===== src/rtl/lockin_photon_counter.sv =====
// Lock-in photon counter: drives the light-source modulation and bins PMT pulse
// edges per channel into light-on (add) and light-off (subtract) counts per window.
module lockin_photon_counter #(
  parameter int NUM_CH          = 2,
  parameter int CNT_W           = 32,
  parameter int MOD_HALF_PERIOD = 500000,
  parameter int INT_PERIODS     = 500,
  parameter int BLANK_CYCLES    = 16,
  parameter int SYNC_STAGES     = 2
) (
  input  logic                        clock_50_mhz,
  input  logic                        reset_n,
  input  logic [NUM_CH-1:0]           pmt_in,
  input  logic                        enable,
  output logic                        light_source_pin,
  output logic                        result_valid,
  input  logic                        result_ready,
  output logic [NUM_CH*CNT_W-1:0]     add_count,
  output logic [NUM_CH*CNT_W-1:0]     subtract_count,
  output logic [NUM_CH*(CNT_W+1)-1:0] signed_diff,
  output logic [NUM_CH-1:0]           overflow,
  output logic                        overrun,
  output logic [15:0]                 frame_count
);

  localparam int TIMER_W  = $clog2(MOD_HALF_PERIOD);
  localparam int PERIOD_W = (INT_PERIODS > 1) ? $clog2(INT_PERIODS) : 1;

  localparam logic [TIMER_W-1:0]  TIMER_LAST  = TIMER_W'(MOD_HALF_PERIOD - 1);
  localparam logic [TIMER_W-1:0]  BLANK_END   = TIMER_W'(BLANK_CYCLES);
  localparam logic [PERIOD_W-1:0] PERIOD_LAST = PERIOD_W'(INT_PERIODS - 1);
  localparam logic [CNT_W-1:0]    CNT_MAX     = '1;

  typedef enum logic {
    IDLE,
    RUN
  } state_t;

  state_t              state_reg;
  logic [TIMER_W-1:0]  timer_reg;
  logic [PERIOD_W-1:0] period_reg;
  logic                light_reg;
  logic                valid_reg;
  logic                overrun_reg;
  logic [15:0]         frame_reg;

  logic running;
  logic window_end;
  logic blanked;

  // Dropping enable takes effect on the same cycle, so a window that ends while
  // enable is low is discarded together with the partial counts.
  assign running    = (state_reg == RUN) && enable;
  assign window_end = running && !light_reg && (timer_reg == TIMER_LAST) &&
                      (period_reg == PERIOD_LAST);
  assign blanked    = (timer_reg < BLANK_END);

  always_ff @(posedge clock_50_mhz or negedge reset_n) begin
    if (!reset_n) begin
      state_reg   <= IDLE;
      timer_reg   <= '0;
      period_reg  <= '0;
      light_reg   <= 1'b0;
      valid_reg   <= 1'b0;
      overrun_reg <= 1'b0;
      frame_reg   <= '0;
    end else begin
      overrun_reg <= 1'b0;
      if (valid_reg && result_ready) begin
        valid_reg <= 1'b0;
      end
      case (state_reg)
        IDLE: begin
          timer_reg  <= '0;
          period_reg <= '0;
          light_reg  <= 1'b0;
          if (enable) begin
            state_reg <= RUN;
            light_reg <= 1'b1;
          end
        end
        RUN: begin
          if (!enable) begin
            state_reg  <= IDLE;
            timer_reg  <= '0;
            period_reg <= '0;
            light_reg  <= 1'b0;
          end else begin
            if (timer_reg == TIMER_LAST) begin
              timer_reg <= '0;
              light_reg <= ~light_reg;
              if (!light_reg) begin
                period_reg <= window_end ? '0 : period_reg + PERIOD_W'(1);
              end
            end else begin
              timer_reg <= timer_reg + TIMER_W'(1);
            end
            if (window_end) begin
              // A same-cycle handshake consumes the old result, so no overrun.
              valid_reg   <= 1'b1;
              overrun_reg <= valid_reg && !result_ready;
              frame_reg   <= frame_reg + 16'd1;
            end
          end
        end
        default: state_reg <= IDLE;
      endcase
    end
  end

  assign light_source_pin = light_reg;
  assign result_valid     = valid_reg;
  assign overrun          = overrun_reg;
  assign frame_count      = frame_reg;

  for (genvar gi = 0; gi < NUM_CH; gi++) begin : g_ch
    logic [SYNC_STAGES-1:0] sync_reg;
    logic                   prev_reg;
    logic                   edge_reg;
    logic [CNT_W-1:0]       add_reg;
    logic [CNT_W-1:0]       add_next;
    logic [CNT_W-1:0]       sub_reg;
    logic [CNT_W-1:0]       sub_next;
    logic                   ovf_reg;
    logic                   ovf_next;
    logic [CNT_W-1:0]       add_out_reg;
    logic [CNT_W-1:0]       sub_out_reg;
    logic [CNT_W:0]         diff_out_reg;
    logic                   ovf_out_reg;

    always_ff @(posedge clock_50_mhz or negedge reset_n) begin
      if (!reset_n) begin
        sync_reg <= '0;
        prev_reg <= 1'b0;
        edge_reg <= 1'b0;
      end else begin
        sync_reg <= {sync_reg[SYNC_STAGES-2:0], pmt_in[gi]};
        prev_reg <= sync_reg[SYNC_STAGES-1];
        edge_reg <= sync_reg[SYNC_STAGES-1] & ~prev_reg;
      end
    end

    always_comb begin
      add_next = add_reg;
      sub_next = sub_reg;
      ovf_next = ovf_reg;
      if (running && edge_reg && !blanked) begin
        if (light_reg) begin
          if (add_reg == CNT_MAX) begin
            ovf_next = 1'b1;
          end else begin
            add_next = add_reg + CNT_W'(1);
          end
        end else begin
          if (sub_reg == CNT_MAX) begin
            ovf_next = 1'b1;
          end else begin
            sub_next = sub_reg + CNT_W'(1);
          end
        end
      end
    end

    always_ff @(posedge clock_50_mhz or negedge reset_n) begin
      if (!reset_n) begin
        add_reg <= '0;
        sub_reg <= '0;
        ovf_reg <= 1'b0;
      end else if (!running || window_end) begin
        add_reg <= '0;
        sub_reg <= '0;
        ovf_reg <= 1'b0;
      end else begin
        add_reg <= add_next;
        sub_reg <= sub_next;
        ovf_reg <= ovf_next;
      end
    end

    // Publishing the _next values keeps an edge on the closing cycle in this window.
    always_ff @(posedge clock_50_mhz or negedge reset_n) begin
      if (!reset_n) begin
        add_out_reg  <= '0;
        sub_out_reg  <= '0;
        diff_out_reg <= '0;
        ovf_out_reg  <= 1'b0;
      end else if (window_end) begin
        add_out_reg  <= add_next;
        sub_out_reg  <= sub_next;
        diff_out_reg <= {1'b0, add_next} - {1'b0, sub_next};
        ovf_out_reg  <= ovf_next;
      end
    end

    assign add_count[gi*CNT_W +: CNT_W]           = add_out_reg;
    assign subtract_count[gi*CNT_W +: CNT_W]      = sub_out_reg;
    assign signed_diff[gi*(CNT_W+1) +: (CNT_W+1)] = diff_out_reg;
    assign overflow[gi]                           = ovf_out_reg;
  end

endmodule


===== config.mk =====
export PLATFORM = sky130hd
export DESIGN_NAME = lockin_photon_counter
export DESIGN_NICKNAME = d
export VERILOG_FILES = /design/src/rtl/lockin_photon_counter.sv
export SDC_FILE = /design/constraint.sdc
export NUM_CORES = 1
export LEC_CHECK = 0
export ABC_CLOCK_PERIOD_IN_PS = 6710
export BUFFER_PORTS_ARGS = -buffer_cell sky130_fd_sc_hd__buf_4
export CAP_MARGIN = 20
export CORE_MARGIN = 8
export CORE_UTILIZATION = 57
export CTS_BUF_LIST = sky130_fd_sc_hd__clkbuf_4 sky130_fd_sc_hd__clkbuf_8
export CTS_CLUSTER_DIAMETER = 60
export CTS_CLUSTER_SIZE = 8
export DETAILED_ROUTE_END_ITERATION = 10
export MAX_ROUTING_LAYER = met4
export PLACE_DENSITY = 0.78
export SYNTH_ARGS = -nofsm -noshare
export SYNTH_HDL_FRONTEND = slang
export SYNTH_SLANG_ARGS = --single-unit

===== constraint.sdc =====
create_clock -name clock_50_mhz -period 6.71 [get_ports clock_50_mhz]
set_input_delay 0.671 -clock clock_50_mhz [delete_from_list [all_inputs] [get_ports clock_50_mhz]]
set_output_delay 0.671 -clock clock_50_mhz [all_outputs]
set_load 0.01 [all_outputs]

# == Yosys cells after proc, flatten, opt, wreduce, memory -nomap -nowiden ==
# Cells that the tools add are included.
# op_classes
eq_ne,8
muxes,45
bitwise,6
n_lt_le_gt_ge,1
n_reduce_logical,17
n_addsub,9
# ops
operator,count
32-bit 2-to-1 mux,16
32-bit by 1-bit adder with 32-bit output (second input constant),4
32-bit equality test (second input constant),4
32-bit by 32-bit subtractor with 33-bit output,2
19-bit 2-to-1 mux,2
19-bit case mux with 2 select lines,1
9-bit 2-to-1 mux,4
1-bit 2-to-1 mux,20
19-bit by 1-bit adder with 19-bit output (second input constant),1
19-bit equality test (second input constant),1
19-bit by 5-bit < comparator with 1-bit output (second input constant),1
9-bit case mux with 2 select lines,1
16-bit by 1-bit adder with 16-bit output (second input constant),1
1-bit logical AND,10
9-bit by 1-bit adder with 9-bit output (second input constant),1
9-bit equality test (second input constant),1
1-bit logical NOT,4
1-bit NOT,4
3-bit by 2-bit != test with 1-bit output (second input constant),1
3-bit != test (second input constant),1
3-bit AND reduction,1
1-bit AND,2
1-bit case mux with 2 select lines,1
2-bit AND reduction,1
1-bit logical OR,1
# word_totals
ff_bits,382
in_bits,6

# == Depth between registers and ports, before layout ==
# Gate-level depths: netlist of run 1.
# depth
word_depth,9
depth_mapped,23
ltp_nobuf,21

# == Least setup slack after synthesis of run 1 ==
# No wires, ideal clock.
# synth_timing
path_kind,reg2reg
start,reg timer_reg[14]
end,reg g_ch[1].diff_out_reg[16]
t_arrival_ps,5184
t_required_ps,6580
period_less_slack_ps,5314
stages_incl_launch_ff,22
setup_slack_ps,1396
path_buffers,1
cell_sequence,dfrtp_1 -> or4_4 -> or4_1 -> buf_6 -> nand2_2 -> nor2_1 -> xnor2_1 -> inv_1 -> ha_1 -> inv_1 -> fa_1 -> a21oi_1 -> or4b_2 -> o2111a_1 -> o21ai_1 -> a21boi_2 -> o21ai_2 -> o31ai_2 -> maj3_1 -> maj3_1 -> xnor2_1 -> o21ai_1
# synth_between
elab_chain_len,5
elab_cells_between_ends,9
# synth_rtl
item,line_no,text
"start, declared",40,logic [TIMER_W-1:0] timer_reg;
"start signal, assigned",96,timer_reg <= timer_reg + TIMER_W'(1);
19-bit by 5-bit < comparator with 1-bit output,56,assign blanked = (timer_reg < BLANK_END);
1-bit logical NOT,147,if (running && edge_reg && !blanked) begin
1-bit logical AND,147,
32-bit 2-to-1 mux,147,
net g_ch[1].sub_next[0],123,logic [CNT_W-1:0] sub_next;
32-bit by 32-bit subtractor with 33-bit output,190,"diff_out_reg <= {1'b0, add_next} - {1'b0, sub_next};"
"end signal, assigned",190,
"end, declared",128,logic [CNT_W:0] diff_out_reg;
# The timed path passes the listed nets, and every way through them passes these cells.
# A chain may end at the register's enable or synchronous reset.

# == Worst setup path after layout of run 1 ==
# layout_timing
start,reg timer_reg[15]
end,reg g_ch[1].diff_out_reg[26]
# Same word-level chain as after synthesis.

==> flow_summary_export.csv, run 1 <==
group,metric,value,unit
detailed_routing,via_per_inst,5.83,
pwr,powerDensity,177,nW/um^2
logic_synthesis,yosysSeqAreaShare,48.3,%
logic_synthesis,synth_area,19800,sq um
clock_network,clk_latency,610,ps
timing,fin_crit_sh,92.2,%
floorplanning,die_w,202,um
logic_synthesis,syn_avg_cell_area,9.38,sq um
detailed_routing,dr.pass1.iters,5,
setup_path,worst_ep_arrival_time,6680,ps
place,gp_congestion,0.943,
detailed_routing,drt_iter0_drc,977,
detailed_routing,wl,53800,um
clock_network,cts_buffer_depth,3,
global_routing,grt_max_degree,121,
timing,fin_skew,18.3,ps
timing,worst_pin_slew,976,ps
floorplanning,start_util,57.6,%
status,status,"completed",
place,port_buffers,220,
cells_and_area,largest_reg_flops,66,
setup_path,crit_fanout,10,
logic_synthesis,synth_seq_cells,382,
global_routing,grt_pass1_wl,87100,um
timing,finalSetupViolCount,0,
setup_path,r2r_setup_slack,520,ps
global_routing,antenna_found_initial,0,
timing,fin_tns_setup,0,ps
setup_path,crit_type,"reg -> reg",
floorplanning,coreArea,34400,sq um
cells_and_area,drive_above_1_share,15.7,%
setup_path,r2r_start,"timer_reg[15]",
timing,slew_violations,0,
cells_and_area,mostFrequentLayoutCell,"dfrtp_1",
global_routing,grt_use_total,26.8,%
clock_network,htree_levels,2,
global_routing,gr-total-overflow,0,
logic_synthesis,synth_edf_count,0,
clock_network,post-cts-setup-buffers,0,
floorplanning,rows,68,
timing,grt_setup_unrepaired,"false",
cells_and_area,nets,2387,
pwr,power.total,4.01,mW
place,place_ws,599,ps
logic_synthesis,yosys_warnings,0,
timing,fin_ws,524,ps
setup_path,critPathCaptureType,"flop",
timing,max_slew_margin,34.9,%
place,hpwl,40300,um
detailed_routing,drc_errors,0,
timing,timing.fmax,162,MHz
global_routing,grt_pass1_vias,16100,
cells_and_area,n_antenna_cell,0,
cells_and_area,area_delta_synth_final,14.9,%
floorplanning,io_pins,221,
floorplanning,dieArea,40900,sq um
hold_path,hold_path_class,"in -> async",
clock_network,post_cts_resized,0,
detailed_routing,routedWlPerCell,19.3,um
clock_network,ctsRootBufferMaster,"clkbuf_8",
logic_synthesis,ys.flop_type,"dfrtp_1",
logic_synthesis,syn_nets,2172,
pwr,peakVddDrop,0.000147,V
setup_path,cp_data_required_time,7210,ps
pwr,p_leak,10.8,nW
logic_synthesis,synthCells,2111,
detailed_routing,num_vias,16200,
clock_network,cts_hold_buf,0,
detailed_routing,ant_nets,0,
clock_network,cts_tree,"yes",
clock_network,cts_buffers,54,
setup_path,r2r_end,"g_ch[1].diff_out_reg[26]",
clock_network,clk_pin_slew_worst_paths,70,ps
clock_network,clock-sinks,382,
logic_synthesis,async_reset_ff_share,100,%
floorplanning,fp.dieH,202,um
timing,fin_crit,6190,ps
setup_path,worstSetupStartpointType,"flop",
timing,hold_viol,0,
timing,hold_slack,114,ps
setup_path,reg2reg_depth,20,
job,maxCapViolations,0,
cells_and_area,final_cell_mix,"dfrtp_1, nand2_1, buf_4, nor2_1, o21ai_0",
logic_synthesis,synth_cell_types,91,
==> area by class of cell <==
class                   instances  area, sq um
fillers                      2834        11600
clock buffers                  58          786
repair buffers                242         1860
inverters                      68          255
flip-flops and latches        382         9560
clock inverters                 4         53.8
well taps                     455          569
multi-input cells            1578         9660
==> worst max-delay path: stages (launching register included) <==
cell,delay (ps)
dfrtp_1,430
or4_1,600
or4_1,770
nand2_2,240
nor2_1,180
xnor2_1,200
inv_1,90
ha_1,160
inv_1,50
fa_1,400
a21oi_1,400
or4b_2,630
o2111a_1,170
o21ai_1,260
a21boi_2,110
o2111ai_1,400
a21o_1,220
nand2_1,100
a31oi_1,270
mux2i_1,110
a211o_1,260
==> how the worst max path moves through the flow <==
stage / startpoint / endpoint / slack (ps) / cells after the start
after global routing: timer_reg[15] / g_ch[1].diff_out_reg[26] / 210 / 20
after floorplan: timer_reg[14] / g_ch[1].diff_out_reg[16] / 1400 / 21
after global placement: timer_reg[14] / g_ch[1].diff_out_reg[26] / 680 / 20
final: timer_reg[15] / g_ch[1].diff_out_reg[26] / 520 / 20
after detailed placement: timer_reg[14] / g_ch[1].diff_out_reg[32] / 600 / 20
after CTS: timer_reg[15] / g_ch[1].diff_out_reg[32] / 570 / 20
==> cell usage after synthesis (7+ instances only) <==
library cell	count	area [sq um]
nand2_1	308	1160
a31oi_1	10	62.6
and2_1	21	131
a21oi_1	43	215
and4_1	23	201
and3_1	41	257
nand4_1	58	363
or2_2	11	68.8
maj3_1	14	140
o211ai_1	12	90.1
nor4_1	16	100
nand2b_1	8	50.1
nand3_1	76	380
buf_2	7	35.0
or4_1	11	82.6
o21a_1	11	82.6
o21ai_1	14	70.1
o31ai_1	11	82.6
o21ai_0	191	956
clkbuf_1	71	267
inv_1	68	255
or3_1	10	62.6
nor2_1	220	826
xor2_1	105	920
ha_1	53	663
xnor2_1	103	902
nor2b_1	12	75.1
dfrtp_1	382	9560
a21o_1	25	188
nor3_1	41	205
==> per-layer routing <==
layer | up-vias | track usage (%) | part of all wire (%)
met5 | - | - | 0
met4 | 0 | 12.3 | 4.7
met3 | 149 | 4.24 | 5.7
met2 | 524 | 41.4 | 47
met1 | 7837 | 34.7 | 43
li1 | 7725 | - | -
==> through the flow <==
step	util [%]	area (sq um)	instances
after CTS	66.1	22700	2786
final	66.1	22700	2787
after global placement	63.6	21900	2724
after detailed placement	63.6	21900	2724
after floorplan	-	19800	2111
after global routing	66.1	22700	2787
==> power breakdown <==
group	internal (mW)	switching (mW)	leakage, nW	total (mW)
clock	0.792	0.832	0.431	1.62
combinational	0.0112	0.0664	5.02	0.0777
sequential	2.31	0.00298	5.32	2.31
==> logic make-up after synthesis <==
logic type      synth area share (%)
xor+xnor                        9.83
compound gates                  12.3
simple gates                    21.8
flops                           48.3
fa+ha+maj                       4.37
buf+inv                         3.02
mux                            0.417
(Power assumes the default switching activity.)
==> run 2: changes to the inputs <==
--- a/config.mk
+++ b/config.mk
@@ -12,7 +12,6 @@
 export CORE_UTILIZATION = 57
 export CTS_BUF_LIST = sky130_fd_sc_hd__clkbuf_4 sky130_fd_sc_hd__clkbuf_8
 export CTS_CLUSTER_DIAMETER = 60
-export CTS_CLUSTER_SIZE = 8
 export DETAILED_ROUTE_END_ITERATION = 10
 export MAX_ROUTING_LAYER = met4
 export PLACE_DENSITY = 0.78
==> constraint.sdc (replaced) <==
create_clock -name clock_50_mhz -period 6.71 [get_ports clock_50_mhz]
set_input_delay 0.3355 -clock clock_50_mhz [delete_from_list [all_inputs] [get_ports clock_50_mhz]]
set_output_delay 0.3355 -clock clock_50_mhz [all_outputs]
set_load 0.01 [all_outputs]
==> run 2 against run 1 <==
  * Clock power grew 26%
  * Highest routed layer unchanged
  * Combinational power up 1%
  * Via count grew 0.10%
  * Fmax is essentially flat
  * Worst hold slack improved by 240 ps
  * Final cell count up 1.4%
  * Non-clock buffer count unchanged
  * Clock skew is 24 ps higher
==> flow_summary_export.csv, run 2 (synthesis results as in run 1) <==
group,metric,value,unit
timing,timing.fmax,162,MHz
floorplanning,io_pins,221,
setup_path,critPathCaptureType,"flop",
setup_path,worst_ep_arrival_time,6640,ps
clock_network,cts_tree,"yes",
setup_path,crit_type,"reg -> reg",
clock_network,post-cts-setup-buffers,0,
detailed_routing,wl,53700,um
cells_and_area,final_cell_mix,"dfrtp_1, nand2_1, buf_4, nor2_1, o21ai_0",
clock_network,post_cts_resized,0,
timing,finalSetupViolCount,0,
detailed_routing,dr.pass1.iters,5,
pwr,powerDensity,192,nW/um^2
place,hpwl,39800,um
timing,fin_tns_setup,0,ps
job,maxCapViolations,0,
detailed_routing,drt_iter0_drc,1146,
global_routing,grt_pass1_wl,87500,um
setup_path,crit_path_start,"timer_reg[10]",
floorplanning,fp.dieH,202,um
clock_network,cts_buffers,60,
cells_and_area,nets,2393,
timing,max_slew_margin,27.8,%
status,status,"completed",
clock_network,clk_pin_slew_worst_paths,60,ps
setup_path,crit_fanout,10,
timing,fin_skew,42.7,ps
timing,fin_crit_sh,92.1,%
global_routing,gr-total-overflow,0,
timing,worst_pin_slew,1080,ps
setup_path,r2r_start,"timer_reg[10]",
pwr,peakVddDrop,0.000143,V
global_routing,grt_max_degree,282,
place,port_buffers,220,
cells_and_area,largest_reg_flops,66,
detailed_routing,routedWlPerCell,19.0,um
timing,hold_viol,0,
global_routing,grt_pass1_vias,16200,
floorplanning,start_util,57.6,%
pwr,p_leak,11.0,nW
global_routing,grt_use_total,26.7,%
clock_network,htree_levels,2,
timing,fin_crit,6180,ps
cells_and_area,n_antenna_cell,0,
clock_network,clock-sinks,382,
global_routing,antenna_found_initial,0,
setup_path,worstSetupStartpointType,"flop",
cells_and_area,area_delta_synth_final,16.8,%
place,gp_congestion,0.937,
clock_network,cts_buffer_depth,3,
detailed_routing,ant_nets,0,
pwr,power.total,4.43,mW
floorplanning,dieArea,40900,sq um
cells_and_area,mostFrequentLayoutCell,"dfrtp_1",
floorplanning,rows,68,
detailed_routing,num_vias,16300,
setup_path,cp_data_required_time,7160,ps
clock_network,clk_latency,640,ps
cells_and_area,fillers,2771,
hold_path,hold_path_class,"reg -> reg",
hold_path,hold_start,"g_ch[1].sync_reg[0]",
floorplanning,coreArea,34400,sq um
clock_network,cts_hold_buf,5,
clock_network,ctsRootBufferMaster,"clkbuf_8",
detailed_routing,drc_errors,0,
timing,grt_setup_unrepaired,"false",
cells_and_area,drive_above_1_share,16.9,%
detailed_routing,via_per_inst,5.75,
timing,slew_violations,0,
floorplanning,die_w,202,um
[run 2: layer usage]
metal	vias to the layer above	GRT usage, %	wire (um)
li1	7764	-	-
met2	531	43.3	26000
met4	0	8.94	1610
met1	7851	34.0	23300
met5	-	-	0
met3	106	4.42	2700
[run 2: layout make-up]
| type | count | area (sq um) | share of cell area (%) |
|---|---|---|---|
| multi-input combinational | 1578 | 9660 | 41.8 |
| sequential | 382 | 9560 | 41.3 |
| timing repair buffer | 242 | 1860 | 8.04 |
| clock buffer | 88 | 1080 | 4.67 |
| tap | 455 | 569 | 2.46 |
| inverter | 68 | 255 | 1.10 |
| clock inverter | 13 | 146 | 0.633 |
[run 2: final timing paths]
path,endpoint,slack [ps],depth (start not counted)
max,g_ch[1].diff_out_reg[16],530,20
min,g_ch[1].sync_reg[1],350,0
max reg2reg,g_ch[1].diff_out_reg[16],530,20
min reg2reg,g_ch[1].sync_reg[1],350,0
max in group asynchronous,g_ch[0].edge_reg,5000,3
min in group asynchronous,frame_count[4],370,2
[run 2: critical path, cell delays in order (launching register included)]
cell,delay [ps]
dfrtp_1,400
or4_4,570
or4_1,820
nand2_2,240
nor2_1,180
xnor2_1,200
inv_1,90
ha_1,160
inv_1,60
fa_1,410
a21oi_1,370
or4b_2,630
o2111a_1,170
o21ai_1,260
a21boi_2,110
o21ai_2,250
o31ai_2,110
maj3_1,370
maj3_1,380
xnor2_1,150
o21ai_1,80
[run 2: per-stage QoR]
| stage | area (sq um) | hold WS [ps] | cells | setup WS [ps] | utilization (%) |
|---|---|---|---|---|---|
| 2_1_floorplan | 19800 | 39.9 | 2111 | 1400 | - |
| 5_1_grt | 23100 | 351 | 2826 | 151 | 67.3 |
| 6_report | 23100 | 350 | 2826 | 528 | 67.3 |
| 3_3_place_gp | 21800 | 333 | 2719 | 716 | 63.6 |
| 4_1_cts | 23100 | 311 | 2825 | 569 | 67.3 |
| 3_5_place_dp | 21800 | 341 | 2719 | 610 | 63.6 |
[run 2: report_power, final]
part           leakage [nW]  switching [mW]  internal (mW)
Clock                 0.657           0.903           1.14
Combinational          5.02          0.0673         0.0115
Sequential             5.32         0.00336           2.31
==> run 3: changes to the inputs <==
--- a/config.mk
+++ b/config.mk
@@ -13,6 +13,7 @@
 export CTS_BUF_LIST = sky130_fd_sc_hd__clkbuf_4 sky130_fd_sc_hd__clkbuf_8
 export CTS_CLUSTER_DIAMETER = 60
 export DETAILED_ROUTE_END_ITERATION = 10
+export GPL_TIMING_DRIVEN = 0
 export MAX_ROUTING_LAYER = met4
 export PLACE_DENSITY = 0.78
 export SYNTH_ARGS = -nofsm -noshare
==> run 3 against run 2 <==
  * Setup slack lost 340 ps
  * Global-route usage grew 3.6 points
  * First-iteration DRC count grew 16%
  * Sequential cell count is the same
==> flow_summary_export.csv, run 3 (synthesis results as in run 1) <==
group,metric,value,unit
status,status,"completed",
setup_path,worst_ep_arrival_time,6970,ps
setup_path,critPathCaptureType,"flop",
place,hpwl,46600,um
place,place_ws,-87.9,ps
clock_network,clock-sinks,382,
timing,finalSetupViolCount,0,
global_routing,grt_use_total,30.4,%
timing,max_slew_margin,31.3,%
cells_and_area,drive_above_1_share,17.2,%
detailed_routing,routedWlPerCell,21.2,um
pwr,powerDensity,200,nW/um^2
timing,fin_crit,6520,ps
pwr,peakVddDrop,0.000166,V
cells_and_area,n_antenna_cell,0,
cells_and_area,fillers,2773,
setup_path,r2r_end,"g_ch[1].diff_out_reg[16]",
floorplanning,coreArea,34400,sq um
detailed_routing,drc_errors,0,
global_routing,gr-total-overflow,0,
timing,slew_violations,0,
global_routing,grt_pass1_wl,96100,um
pwr,internal_power,3.69,mW
cells_and_area,largest_reg_flops,66,
setup_path,crit_type,"reg -> reg",
pwr,pwr-share-seq,48.7,%
clock_network,cts_tree,"yes",
clock_network,clk_latency,610,ps
place,gp_congestion,0.962,
floorplanning,rows,68,
clock_network,cts_buffer_depth,3,
pwr,net-switching-power,1.06,mW
timing,timing.fmax,153,MHz
detailed_routing,via_per_inst,5.94,
cells_and_area,area_delta_synth_final,19.9,%
floorplanning,dieArea,40900,sq um
timing,worst_pin_slew,1030,ps
setup_path,worstSetupStartpointType,"flop",
setup_path,reg2reg_depth,21,
setup_path,r2r_start,"timer_reg[15]",
floorplanning,io_pins,221,
pwr,power.share.clock,49.5,%
clock_network,ctsRootBufferMaster,"clkbuf_8",
cells_and_area,final_cell_mix,"dfrtp_1, nand2_1, buf_4, nor2_1, o21ai_0",
detailed_routing,drt_iter0_drc,1330,
place,port_buffers,220,
pwr,swShare,22.2,%
global_routing,grt_pass1_vias,17200,
cells_and_area,nets,2474,
timing,fin_tns_setup,0,ps
cells_and_area,mostFrequentLayoutCell,"dfrtp_1",
floorplanning,start_util,57.6,%
pwr,pwr-share-comb,1.8,%
hold_path,hold_path_class,"in -> async",
timing,fin_skew,20.0,ps
timing,fin_ws,187,ps
setup_path,crit_fanout,10,
clock_network,htree_levels,3,
setup_path,r2r_setup_slack,190,ps
clock_network,clk_pin_slew_worst_paths,60,ps
detailed_routing,ant_nets,0,
detailed_routing,wl,61900,um
clock_network,cts_buffers,67,
pwr,power.total,4.75,mW
timing,grt_setup_unrepaired,"false",
setup_path,cp_data_required_time,7160,ps
detailed_routing,dr.pass1.iters,5,
global_routing,grt_max_degree,111,
setup_path,crit_path_start,"timer_reg[15]",
floorplanning,die_w,202,um
floorplanning,fp.dieH,202,um
timing,fin_crit_sh,97.2,%
job,maxCapViolations,0,
timing,hold_viol,0,
global_routing,antenna_found_initial,0,
pwr,p_leak,11.3,nW
detailed_routing,num_vias,17300,
## run 3: changes by cell type in the layout (fill, tap and decap cells not counted), moves of 2 or more
cell      previous run  this run
buf_12               2         0
buf_16               0         3
buf_2                1         7
buf_4              233       228
clkbuf_1             0        71
clkbuf_4            21        14
clkbuf_8            67        88
clkinv_2             8        13
nor4_4               0         2
## run 3: layout make-up
cell class                      count  area [sq um]  share of cell area (%)
Timing Repair Buffer              233          1830                    7.71
Clock buffer                      102          1320                    5.55
Clock inverter                     18           171                   0.722
Sequential cell                   382          9560                    40.3
Buffer                             83           343                    1.44
Multi-Input combinational cell   1578          9690                    40.8
Inverter                           68           255                    1.08
Tap cell                          455           569                    2.40
## run 3: how the worst max path moves through the flow
stage,end,slack [ps],cells past startpoint
after floorplan,g_ch[1].diff_out_reg[16],1400,21
after global placement,g_ch[1].diff_out_reg[16],-60,23
after detailed placement,g_ch[1].diff_out_reg[16],-90,23
after CTS,g_ch[1].diff_out_reg[16],110,20
after global routing,g_ch[0].diff_out_reg[29],40,22
final,g_ch[1].diff_out_reg[16],190,21
## run 3: timing repair
| item | in CTS | in global routing |
|---|---|---|
| endpoints found under the hold margin | 90 | 0 |
| hold buffers | 5 | 0 |
| setup buffers | 0 | 4 |
| pin swaps | 0 | 2 |
| endpoints found under the setup margin | 6 | 12 |
| gates resized for setup | 2 | 5 |
## run 3: power by group through the flow
stage | sequential (mW) | combinational, mW | clock [mW]
6_report | 2.31 | 0.0876 | 2.35
5_1_grt | 2.31 | 0.0996 | 2.49
4_1_cts | 2.31 | 0.0900 | 2.39
3_5_place_dp | 2.35 | 0.0876 | 0
3_3_place_gp | 2.35 | 0.0784 | 0
2_1_floorplan | 2.35 | 0.0194 | 0
## run 3: critical path, cell delays in order (launching register included)
cell and delay, ps:
dfrtp_1 440, or4_1 610, or4_1 510, buf_6 180, nand2_2 160, nor2_1 200, xnor2_1 260, inv_1 110
ha_1 200, inv_1 70, fa_1 400, a21oi_1 510, or4b_2 640, o2111a_1 200, o21ai_1 280, a21boi_2 120
o21ai_2 260, o31ai_2 130, maj3_1 390, maj3_1 370, xnor2_1 240, o21ai_1 90
## run 3: metal layers
metal	global-route usage (%)	wire, um
met5	-	0
met1	37.8	25800
met3	5.25	3980
met4	12.3	2270
met2	49.0	29900
## run 3: per-stage QoR
stage,hold WS (ps),cell area [sq um],instances,utilization (%)
after floorplan,39.9,19800,2111,-
after global placement,333,22000,2786,64.1
after detailed placement,341,22100,2790,64.4
after CTS,327,23700,2915,68.9
after global routing,373,23700,2919,69.0
final,336,23700,2919,69.0
